===== src/rtl/fp_11_6_pkg.sv =====
// Shared FloPoCo FP(wE=11, wF=6) word definitions for the ray-AABB datapath.
// Converters, comparators and subtractors all pack/unpack through this package.
package fp_11_6_pkg;

  localparam int WE   = 11;
  localparam int WF   = 6;
  localparam int FP_W = 2 + 1 + WE + WF;
  localparam int BIAS = 1023;

  typedef enum logic [1:0] {
    EXC_ZERO = 2'b00,
    EXC_NORM = 2'b01,
    EXC_INF  = 2'b10,
    EXC_NAN  = 2'b11
  } exc_e;

  localparam int FRAC_LSB = 0;
  localparam int EXP_LSB  = FRAC_LSB + WF;
  localparam int SIGN_POS = EXP_LSB + WE;
  localparam int EXC_LSB  = SIGN_POS + 1;

  function automatic logic [FP_W-1:0] fp_pack(
    input exc_e            exc,
    input logic            sign,
    input logic [WE-1:0]   exp,
    input logic [WF-1:0]   frac
  );
    logic [FP_W-1:0] w;
    w = '0;
    w[EXC_LSB +: 2]   = exc;
    w[SIGN_POS]       = sign;
    w[EXP_LSB +: WE]  = exp;
    w[FRAC_LSB +: WF] = frac;
    return w;
  endfunction

endpackage


===== src/rtl/fix_to_fp_11_6_lzc_norm.sv =====
// Combinational leading-zero count and left-normalising shifter.
// norm drops the leading one, so it carries only the bits below the MSB.
module lzc_norm #(
  parameter int IN_W = 24,
  parameter int LZ_W = $clog2(IN_W + 1)
) (
  input  logic [IN_W-1:0] mag,
  output logic [LZ_W-1:0] lz,
  output logic [IN_W-2:0] norm
);

  // One-hot marker of the leading one; no chained terms between bits.
  logic [IN_W-1:0] lead;

  for (genvar gi = 0; gi < IN_W; gi++) begin : g_lead
    assign lead[gi] = mag[gi] & ((mag >> (gi + 1)) == '0);
  end

  always_comb begin
    lz = LZ_W'(IN_W);
    for (int i = 0; i < IN_W; i++) begin
      if (lead[i]) lz = LZ_W'(IN_W - 1 - i);
    end
  end

  assign norm = (IN_W - 1)'(mag << lz);

endmodule


===== src/rtl/fix_to_fp_11_6.sv =====
// Three-stage fixed-point to FP(11,6) encoder with valid/ready on both sides.
// All stages advance together on adv; bubbles travel with the data.
module fix_to_fp_11_6
  import fp_11_6_pkg::*;
#(
  parameter int IN_W      = 24,
  parameter int FRAC_BITS = 12,
  parameter int WE        = fp_11_6_pkg::WE,
  parameter int WF        = fp_11_6_pkg::WF
) (
  input  logic            clk,
  input  logic            rst,
  input  logic            in_valid,
  output logic            in_ready,
  input  logic [IN_W-1:0] in_data,
  output logic            out_valid,
  input  logic            out_ready,
  output logic [FP_W-1:0] out_fp
);

  localparam int LZ_W  = $clog2(IN_W + 1);
  localparam int LOW_W = IN_W - WF - 2;

  logic adv;

  // Stage 1: sign / magnitude split
  logic            s1_valid_reg, s1_sign_reg, s1_zero_reg;
  logic [IN_W-1:0] s1_mag_reg;
  logic [IN_W-1:0] s1_mag_next;

  // Stage 2: normalised fields
  logic            s2_valid_reg, s2_sign_reg, s2_zero_reg;
  logic [WF-1:0]   s2_frac_reg;
  logic            s2_guard_reg, s2_sticky_reg;
  logic [WE:0]     s2_exp_reg;

  logic [LZ_W-1:0] lz;
  logic [IN_W-2:0] norm;
  logic [WF-1:0]   s2_frac_next;
  logic            s2_guard_next, s2_sticky_next;
  logic [WE:0]     s2_exp_next;

  // Stage 3: rounded and packed word
  logic            s3_valid_reg;
  logic [FP_W-1:0] s3_fp_reg;

  logic            round_up, carry;
  logic [WF-1:0]   frac_rnd;
  logic [WE:0]     exp_rnd;
  logic [FP_W-1:0] s3_fp_next;

  assign adv       = out_ready | ~s3_valid_reg;
  assign in_ready  = adv;
  assign out_valid = s3_valid_reg;
  assign out_fp    = s3_fp_reg;

  // Most negative input wraps to 2^(IN_W-1), which is the correct unsigned magnitude.
  assign s1_mag_next = in_data[IN_W-1] ? (~in_data + IN_W'(1)) : in_data;

  lzc_norm #(
    .IN_W (IN_W),
    .LZ_W (LZ_W)
  ) u_lzc_norm (
    .mag  (s1_mag_reg),
    .lz   (lz),
    .norm (norm)
  );

  assign s2_frac_next  = norm[IN_W-2 -: WF];
  assign s2_guard_next = norm[IN_W-2-WF];
  assign s2_exp_next   = (WE + 1)'(IN_W - 1 - FRAC_BITS + BIAS) - (WE + 1)'(lz);

  if (LOW_W > 0) begin : g_sticky
    assign s2_sticky_next = |norm[LOW_W-1:0];
  end else begin : g_no_sticky
    assign s2_sticky_next = 1'b0;
  end

  assign round_up          = s2_guard_reg & (s2_sticky_reg | s2_frac_reg[0]);
  assign {carry, frac_rnd} = {1'b0, s2_frac_reg} + (WF + 1)'(round_up);
  assign exp_rnd           = s2_exp_reg + (WE + 1)'(carry);

  always_comb begin
    s3_fp_next = fp_pack(EXC_NORM, s2_sign_reg, exp_rnd[WE-1:0], frac_rnd);
    if (s2_zero_reg) begin
      s3_fp_next = fp_pack(EXC_ZERO, 1'b0, '0, '0);
    end else if (exp_rnd[WE]) begin
      // Unreachable for legal IN_W/FRAC_BITS; saturate rather than wrap.
      s3_fp_next = fp_pack(EXC_INF, s2_sign_reg, '0, '0);
    end
  end

  always_ff @(posedge clk or posedge rst) begin
    if (rst) begin
      s1_valid_reg  <= 1'b0;
      s1_sign_reg   <= 1'b0;
      s1_zero_reg   <= 1'b0;
      s1_mag_reg    <= '0;
      s2_valid_reg  <= 1'b0;
      s2_sign_reg   <= 1'b0;
      s2_zero_reg   <= 1'b0;
      s2_frac_reg   <= '0;
      s2_guard_reg  <= 1'b0;
      s2_sticky_reg <= 1'b0;
      s2_exp_reg    <= '0;
      s3_valid_reg  <= 1'b0;
      s3_fp_reg     <= '0;
    end else if (adv) begin
      s1_valid_reg  <= in_valid;
      s1_sign_reg   <= in_data[IN_W-1];
      s1_zero_reg   <= (in_data == '0);
      s1_mag_reg    <= s1_mag_next;
      s2_valid_reg  <= s1_valid_reg;
      s2_sign_reg   <= s1_sign_reg;
      s2_zero_reg   <= s1_zero_reg;
      s2_frac_reg   <= s2_frac_next;
      s2_guard_reg  <= s2_guard_next;
      s2_sticky_reg <= s2_sticky_next;
      s2_exp_reg    <= s2_exp_next;
      s3_valid_reg  <= s2_valid_reg;
      s3_fp_reg     <= s3_fp_next;
    end
  end

endmodule


===== config.mk =====
export PLATFORM = sky130hd
export DESIGN_NAME = fix_to_fp_11_6
export DESIGN_NICKNAME = d
export VERILOG_FILES = /design/src/rtl/fp_11_6_pkg.sv /design/src/rtl/fix_to_fp_11_6_lzc_norm.sv /design/src/rtl/fix_to_fp_11_6.sv
export SDC_FILE = /design/constraint.sdc
export NUM_CORES = 1
export LEC_CHECK = 0
export BUFFER_PORTS_ARGS = -buffer_cell sky130_fd_sc_hd__buf_4
export CORE_AREA = 8 8 76 128
export CTS_CLUSTER_DIAMETER = 100
export DETAILED_ROUTE_END_ITERATION = 10
export DIE_AREA = 0 0 84 136
export GPL_TIMING_DRIVEN = 1
export HOLD_SLACK_MARGIN = 0.05
export PLACE_DENSITY = 0.87
export RECOVER_POWER = 100
export SYNTH_ARGS = -nofsm -noshare
export SYNTH_HDL_FRONTEND = slang
export SYNTH_SLANG_ARGS = --single-unit

===== constraint.sdc =====
create_clock -name clk -period 3.5 [get_ports clk]
set_input_delay 0 -clock clk [delete_from_list [all_inputs] [get_ports clk]]
set_output_delay 0 -clock clk [all_outputs]
set_load 0.1 [all_outputs]

Yosys cells after proc, flatten, opt, wreduce, memory -nomap -nowiden

Index checks and enable logic that the tools add are counted.

Bitwise logic cells: 28
Divide/modulo/power cells: 0
Add/subtract/negate cells: 4
Reduce and logical (&&, ||, !) cells: 25
Eq/ne operators: 0
Shifts and indexed selects: 1
Multiply operators: 0
Mux-type cells: 27
$lt $le $gt $ge: 0

Operators with widths:

| cell                  | count |
|---|---|
| $logic_not 24->1      | 24 |
| $mux 5                | 23 |
| $mux 20               | 2 |
| $add 24x1->24 const B | 1 |
| $and 1x1->1           | 24 |
| $mux 24               | 1 |
| $not 24->24           | 1 |
| $shl 24x5->23         | 1 |
| $reduce_or 16->1      | 1 |
| $add 12x1->12         | 1 |
| $sub 11x5->12 const A | 1 |
| $add 6x1->7           | 1 |
| $mux 4                | 1 |
| $or 1x1->1            | 2 |
| $not 1->1             | 1 |

Logic and storage cells: 98
Memories kept: 0
Bits in registers: 71
Bits in latches: 0
Bits in writable memories: 0
Output and inout bits: 22
Bits in read-only memories: 0

Logic depth before layout (Yosys ltp)

Gate-level depths: netlist of the first run.

Word-level depth: 28
Depth in mapped cells: 14

Hierarchy

From an unflattened synthesis of the first run, not the netlist that was laid out.

Cell total of the unflattened synthesis: 609
Area total of the unflattened synthesis: 5242.5 µm²

Modules (own cells, without submodules):

| module         | instances | cells each | sequential area each (µm²) | area each (µm²) |
|---|---|---|---|---|
| fix_to_fp_11_6 | 1         | 380        | 1726.7                     | 3590.9 |
| lzc_norm       | 1         | 229        | 0.0                        | 1651.6 |

Least setup slack after synthesis of the first run

No wires, ideal clock.

Path type: register to register
Start: reg s1_mag_reg[21]
End: reg s2_exp_reg[4]
Arrival: 2.637 ns
Clock period less this slack: 2.754 ns
Setup time: 0.117 ns
Setup slack: 0.746 ns
Path buffers: 2
Stages on the path, launching flop included: 13
Data required time: 3.383 ns
Path through: dfrtp_1 > buf_6 > or4_4 > nor3_4 > a21bo_1 > a31o_1 > inv_2 > buf_2 > ha_1 > o21ai_0 > ha_1 > nand2_1 > nand2_1

Longest elaborated chain between the ends: 27
Elaborated cells between the ends (all ways): 68

Ends and longest elaborated chain:

| item                     | line                          | RTL |
|---|---|---|
| start: declaration       | fix_to_fp_11_6.sv:28          | `logic [IN_W-1:0] s1_mag_reg;` |
| start signal: assignment | fix_to_fp_11_6.sv:112         | `s1_mag_reg <= s1_mag_next;` |
| $logic_not 24->1         | fix_to_fp_11_6_lzc_norm.sv:16 | `assign lead[gi] = mag[gi] & ((mag >> (gi + 1)) == '0);` |
| $and 1x1->1              | fix_to_fp_11_6_lzc_norm.sv:16 |  |
| $mux 4                   | fix_to_fp_11_6_lzc_norm.sv:22 | `if (lead[i]) lz = LZ_W'(IN_W - 1 - i);` |
| $mux 5 (20 in series)    | fix_to_fp_11_6_lzc_norm.sv:22 |  |
| $mux 5 (*) (3 in series) | fix_to_fp_11_6_lzc_norm.sv:22 |  |
| named net lz[0]          | fix_to_fp_11_6.sv:37          | `logic [LZ_W-1:0] lz;` |
| $sub 11x5->12 (*)        | fix_to_fp_11_6.sv:71          | `assign s2_exp_next = (WE + 1)'(IN_W - 1 - FRAC_BITS + BIAS) - (WE + 1)'(lz);` |
| named net s2_exp_next[4] | fix_to_fp_11_6.sv:41          | `logic [WE:0] s2_exp_next;` |
| end signal: assignment   | fix_to_fp_11_6.sv:119         | `s2_exp_reg <= s2_exp_next;` |
| end: declaration         | fix_to_fp_11_6.sv:35          | `logic [WE:0] s2_exp_reg;` |

Mark *: on every way through the listed nets, which the timed path passes. The rest lies on a longest branch.
A chain may end at the register's enable or synchronous reset.

Worst setup path after layout of the first run

Start: reg s1_mag_reg[20]
End: reg s2_frac_reg[2]

Longest elaborated chain between the ends: 27
Elaborated cells between the ends (all ways): 66

Ends and longest elaborated chain:

| item                   | line                          | RTL |
|---|---|---|
| $logic_not 24->1       | fix_to_fp_11_6_lzc_norm.sv:16 |  |
| $and 1x1->1            | fix_to_fp_11_6_lzc_norm.sv:16 |  |
| $mux 4                 | fix_to_fp_11_6_lzc_norm.sv:22 |  |
| $mux 5 (23 in series)  | fix_to_fp_11_6_lzc_norm.sv:22 |  |
| $shl 24x5->23 (*)      | fix_to_fp_11_6_lzc_norm.sv:26 | `assign norm = (IN_W - 1)'(mag << lz);` |
| end signal: assignment | fix_to_fp_11_6.sv:116         | `s2_frac_reg <= s2_frac_next;` |
| end: declaration       | fix_to_fp_11_6.sv:33          | `logic [WF-1:0] s2_frac_reg;` |

Every way passes the cells marked *; elsewhere a longest branch is shown, timed or not.

==> results.tsv, run 1 <==
metric	value	unit
path_clk_slew	0.06	ns
syn_to_final_growth	19.2	%
met2_usage	44.4	%
fillers	663	
core_area	8090	um^2
min_period	3.34	ns
yosysMostFrequentCell	nand2_1	
antenna_found_initial	0	
finalSetupViolations	0	
gp_congestion	0.959	
layout-drive-gt1-share	12.8	%
cp_data_arrival_time	3.51	ns
grt_pass1_wl	21.5	mm
crit_path_max_fanout	15	
p_int	0.00240	W
ff_latch_area	1730	um^2
fin_crit_sh	95.5	%
powerDensity	863	nW/um^2
cts_tree	built	
leakage	2.39	nW
numCtsBuffers	9	
async_flop_share	100	%
clk_path_buf_depth	2	
critPathRequiredTime	3.67	ns
die_y	136	um
syn-cell-area	4680	um^2
htree_levels	3	
finalHoldViolCount	0	
antennaDiodeCount	0	
grt_pass1_vias	4339	
dr.pass1.iters	8	
place_area	5090	um^2
setup_tns	0	ns
p_clk_share	19.1	%
grt.busiest_layer	met2	
grt_max_degree	57	
place_inst	667	
avgRoutedWirePerCell	18.6	um
multi_input_area	2760	um^2
status	complete, but fails checks	
use_met3	4.56	%
dominantRegCellSynth	dfrtp_1	
finalClockSkew	0.00943	ns
pin_count	50	
ys_seq_area_share	36.9	%
grt_setup_unrepaired	false	
vdd_drop_max	422	uV
fp.dieW	84	um
p_seq_share	27.5	%
ys_ff_latch	69	
placementRows	44	
yosysTopAreaCell	dfrtp_1	
drcViolationCount	0	
hp-class	input pin to flop	
worst_slew_pin_slew	1.69	ns
start_kind	flop	
p_switching	0.00242	W
met1_usage	23.3	%
start_util	57.9	%
design_area	5580	um^2
ant_nets	0	
fp.dieArea	11400	um^2
io_buffer_count	49	
fmax	0.299	GHz
avgSynthCellArea	8.53	um^2
synth_warnings	0	
clock_sinks	69	
largest_register_ffs	24	
route.vias.total	4327	
failed_checks	max-capacitance violations, max-slew violations	
place_hpwl	9.87	mm
comb_power_share	53.4	%
clock_latency	0.34	ns
drt-initial-drc-count	314	
instances_no_fill	711	
syn_inst	549	
routed_wl	13.2	mm
swShare	50.2	%
yosysUniqueCellTypes	72	
fin_nets	649	
synthTopCellsByCount	105 x nand2_1, 69 x dfrtp_1, 52 x o21ai_0, 41 x nor2_1, 26 x xor2_1	
grt-ovfl-total	0	
max_slew_margin	-13.0	%
criticalPathCategory	flop to flop	
root_buffer	clkbuf_16	
maxSlewViolCount	47	
grt_usage	23.5	%
synthDominantCellAreaShare	36.9	%
vias_per_cell	6.09	
ys_top_cells_by_area	dfrtp_1 37%, nand2_1 8.4%, o21ai_0 5.6%, xor2_1 4.9%, mux2i_1 4.3%	
maxCapViolations	1	
synth_nets	584	
synth_edf_count	0	
worst_setup_path_end_kind	flop	
==> power groups by stage <==
stage | combinational (W) | clock, W | sequential [W]
final | 0.00257 | 0.000921 | 0.00133
after global routing | 0.00276 | 0.000967 | 0.00136
after CTS | 0.00263 | 0.000926 | 0.00132
after detailed placement | 0.00259 | 0 | 0.00134
after global placement | 0.00259 | 0 | 0.00132
after floorplan | 0.00147 | 0 | 0.00185
==> final timing paths <==
path,from,to,slack (ns),cells past startpoint
setup / recovery,s1_mag_reg[20],s2_frac_reg[2],0.16,9
hold / removal,in_valid,s1_valid_reg,0.41,4
setup reg to reg,s1_mag_reg[20],s2_frac_reg[2],0.16,9
hold reg to reg,out_fp[16],out_fp[16],0.47,2
max in group asynchronous,rst,s1_mag_reg[1],0.91,4
min in group asynchronous,rst,s1_zero_reg,0.74,3
==> cells by family after synthesis <==
group                      Yosys count  share of synthesized area [%]
AOI/OAI and AO/OA                  152                           22.0
and+or+nand+nor                    215                           22.1
DFF                                 69                           36.9
adders and majority gates            7                           1.87
muxes                               26                           6.20
xor gates and xnor gates            35                           6.55
buffers and inverters               45                           4.36
==> routing by layer <==
layer  part of all wire [%]  vias up
met5                      0        -
met4                    4.4        0
met3                    4.1       35
met2                     55      139
met1                     37     2040
li1                       -     2113
==> worst max-delay path, cell delays in order (launching register included) <==
cell and delay [ns]:
dfrtp_1 0.49, nor4_4 0.35, nand4_2 0.28, a211oi_1 0.55
nor2_4 0.20, mux2i_1 0.33, mux2i_1 0.24, a2111o_1 0.45
o21ai_0 0.13, a31oi_1 0.12
==> through the flow <==
stage          utilization [%]  hold WS (ns)  total power (W)  setup slack, ns
4_1_cts                   70.1         0.411          0.00488            0.122
6_report                  69.0         0.410          0.00482            0.157
3_3_place_gp              62.9         0.199          0.00391           0.0993
5_1_grt                   69.0         0.444          0.00509          0.00354
3_5_place_dp              62.9         0.211          0.00393            0.160
2_1_floorplan                -        0.0968          0.00331            0.746
==> cell type report <==
class	count	area share [%]
multi-input cells	435	49.5
flip-flops and latches	69	30.9
repair buffers	88	11.5
clock buffers	10	4.10
well taps	92	2.06
clock inverters	6	1.26
inverters	11	0.740
==> timing repair <==
action,4_1_cts,5_1_grt
endpoints found under the hold margin,73,0
setup buffers,0,0
hold buffers,28,0
setup endpoints to repair,0,3
resized for setup,0,2
==> layout by cell type (no fill, tap or decap), types with 3 or more instances in the layout <==
master	instances
nand2_1	105
dfrtp_1	69
o21ai_0	53
nor2_1	41
buf_4	32
dlygate4sd3_1	28
xor2_1	26
clkbuf_1	24
mux2i_1	20
a21oi_1	16
nand3_1	11
inv_1	9
xnor2_1	9
clkbuf_16	9
nor4_1	8
a22o_1	8
a31oi_1	7
o31ai_1	7
ha_1	7
or3_1	6
and3_1	6
nand2b_1	5
a21o_1	5
o211ai_1	5
o21a_1	5
o22ai_1	5
nor3_1	4
and2_1	4
mux2_2	4
or2_2	3
o21bai_1	3
a221oi_1	3
o2111ai_1	3
a32o_1	3
o41ai_1	3
clkbuf_4	3
Note: power is estimated with default switching activity, not from simulation.
==> run 2, diff against run 1 <==
--- a/config.mk
+++ b/config.mk
@@ -6,10 +6,11 @@
 export NUM_CORES = 1
 export LEC_CHECK = 0
 export BUFFER_PORTS_ARGS = -buffer_cell sky130_fd_sc_hd__buf_4
-export CORE_AREA = 8 8 76 128
+export CORE_AREA = 8 8 76 127
+export CTS_BUF_LIST = sky130_fd_sc_hd__clkbuf_4
 export CTS_CLUSTER_DIAMETER = 100
 export DETAILED_ROUTE_END_ITERATION = 10
-export DIE_AREA = 0 0 84 136
+export DIE_AREA = 0 0 84 135
 export GPL_TIMING_DRIVEN = 1
 export HOLD_SLACK_MARGIN = 0.05
 export PLACE_DENSITY = 0.87
==> run 2 against run 1 <==
  * The flow still finishes with violations (max-capacitance violations, max-slew violations)
  * Sequential power is essentially flat
  * Global-route usage increased by 0.63 points
  * Die area is 0.74% lower
  * Combinational power barely moved
  * Register-to-register slack got worse by 0.02 ns
  * Total power fell by 7.2%
  * Non-clock buffer count rose by 13
  * Maximum frequency shrank 0.57%
  * Routed wire length up 2.3%
  * Final cell count grew 1.7%
  * Worst setup slack lost 0.019 ns
==> results.tsv, run 2 (synthesized netlist as in run 1, its figures left out) <==
metric	value	unit	change
fp.dieW	84	um	unchanged
cp_common_cell	mux2_2		
finalClockSkew	0.0214	ns	+0.0120 ns
fmax	0.297	GHz	-0.57%
start_kind	flop		
finalSetupViolations	0		unchanged
path_clk_slew	0.13	ns	+0.07 ns
layout-drive-gt1-share	13.0	%	+0.21 points
p_switching	0.00238	W	-1.7%
htree_levels	3		unchanged
cp_data_arrival_time	3.68	ns	+0.17 ns
grt_max_degree	87		+53%
fin_nets	662		+2.0%
crit_path_max_fanout	9		-6
root_buffer	clkbuf_4		
final_cell_mix	105 x nand2_1, 69 x dfrtp_1, 52 x o21ai_0, 40 x nor2_1, 38 x dlygate4sd3_1		
fillers	646		-2.6%
pin_count	50		unchanged
cts_tree	built		
leakage	2.38	nW	-0.61%
grt_pass1_wl	22.1	mm	+2.7%
antenna_found_initial	1		+1
reg2reg_depth	10		+1
core_area	7910	um^2	-2.3%
drt-initial-drc-count	339		+8.0%
critPathSlowestCell	dfrtp_1		
start_util	59.2	%	+1.3 points
path_cells	nor4_4 > nand4_2 > a211oi_2 > nor2_4 > buf_4 > mux2_2 > mux2i_1 > mux2_2 > o2111ai_1 > o22a_1		
ant_nets	0		unchanged
gp_congestion	0.919		-4.2%
clock_latency	0.44	ns	+0.10 ns
vdd_drop_max	533	uV	+26%
swShare	53.2	%	+3.0 points
p_clk_share	12.1	%	-7.0 points
failed_checks	max-capacitance violations, max-slew violations		
hp-class	input pin to flop		
r2r-start	s1_mag_reg[21]		
numCtsBuffers	9		unchanged
routed_wl	13.5	mm	+2.3%
p_seq_share	29.8	%	+2.3 points
r2r_slack	0.14	ns	-0.02 ns
critPathRequiredTime	3.82	ns	+0.15 ns
fp.dieArea	11300	um^2	-0.74%
grt_pass1_vias	4587		+5.7%
clock_sinks	69		unchanged
setup_tns	0	ns	unchanged
syn_to_final_growth	18.7	%	
comb_power_share	58.2	%	+4.8 points
path_depth	10		+1
hold_depth	4		unchanged
io_buffer_count	49		unchanged
finalHoldViolCount	0		unchanged
dr.pass1.iters	5		-3
place_hpwl	9.93	mm	+0.61%
max_slew_margin	-13.3	%	-0.27 points
holdPathEnd	out_valid		
place_inst	666		-0.15%
die_y	135	um	-0.74%
maxCapViolations	1		unchanged
grt-ovfl-total	0		unchanged
instances_no_fill	723		+1.7%
p_int	0.00209	W	-13%
r2r-end	s2_frac_reg[5]		
crit_buf_inv	1		+1
vias_per_cell	6.23		+2.4%
status	complete, but fails checks		
drcViolationCount	0		unchanged
criticalPathCategory	flop to flop		
worst_path_dominant_cell_family	simple AND/OR/NAND/NOR gates		
avgRoutedWirePerCell	18.7	um	+0.58%
largest_register_ffs	24		unchanged
min_period	3.36	ns	+0.0191 ns
placementRows	43		-2.3%
worst_slew_pin_slew	1.70	ns	+0.00589 ns
cpPeakStageDelay	0.52	ns	-0.03 ns
powerDensity	805	nW/um^2	-6.8%
layout_commonest_cell	nand2_1		
route.vias.total	4504		+4.1%
maxSlewViolCount	35		-26%
grt_usage	24.2	%	+0.63 points
clk_path_buf_depth	2		unchanged
hp-start	out_ready		
fin_crit_sh	96.1	%	+0.55 points
worst_setup_path_end_kind	flop		
-- run 2: what timing repair did --
| action | 4_1_cts | 5_1_grt |
|---|---|---|
| endpoints found under the hold margin | 62 | 0 |
| setup endpoints to repair | 0 | 4 |
| setup buffers | 0 | 2 |
| resized for setup | 0 | 3 |
| hold buffers | 38 | 0 |
-- run 2: through the flow --
stage | worst slack [ns] | total power (W) | utilization (%) | area (um^2) | hold slack [ns]
3_3_place_gp | 0.138 | 0.00391 | 64.5 | 5100 | 0.176
3_5_place_dp | 0.145 | 0.00394 | 64.5 | 5100 | 0.191
2_1_floorplan | 0.746 | 0.00331 | - | 4680 | 0.0968
6_report | 0.138 | 0.00447 | 70.3 | 5560 | 0.209
5_1_grt | -0.0280 | 0.00475 | 70.3 | 5560 | 0.227
4_1_cts | 0.0866 | 0.00452 | 71.1 | 5620 | 0.167
-- run 2: routing by layer --
metal	track usage (%)	wire (um)
met1	23.6	4860
met2	45.5	7470
met3	4.10	553
met4	14.8	666
met5	0	0
-- run 2: final cells by class --
cell class              instances  area, um^2  share of cell area, %
multi-input cells             435        2770                   49.8
flip-flops and latches         69        1730                   31.1
repair buffers                101         764                   13.8
well taps                      90         113                   2.03
clock buffers                  10        75.1                   1.35
clock inverters                 6        68.8                   1.24
inverters                      11        41.3                  0.743
diodes                          1        2.50                 0.0450
-- run 2: power by group through the flow --
stage	combinational [W]	clock (W)	sequential, W
finish	0.00260	0.000540	0.00133
detailed placement	0.00259	0	0.00135
global placement	0.00258	0	0.00133
global route	0.00280	0.000584	0.00137
floorplan	0.00147	0	0.00185
CTS	0.00264	0.000551	0.00133
-- run 2: how the worst max path moves through the flow --
| stage | from | end |
|---|---|---|
| after CTS | s1_mag_reg[21] | s2_frac_reg[3] |
| after global routing | s1_mag_reg[21] | s2_frac_reg[3] |
| after global placement | s1_mag_reg[20] | s2_frac_reg[3] |
| after detailed placement | s1_mag_reg[20] | s2_sticky_reg |
| final | s1_mag_reg[21] | s2_frac_reg[5] |
| after floorplan | s1_mag_reg[21] | s2_exp_reg[4] |
-- run 2: worst register-to-register path, stage by stage, from the launching register on --
cell	delay [ns]
dfrtp_1	0.52
nor4_4	0.52
nand4_2	0.36
a211oi_2	0.43
nor2_4	0.09
buf_4	0.19
mux2_2	0.28
mux2i_1	0.21
mux2_2	0.19
o2111ai_1	0.19
o22a_1	0.25
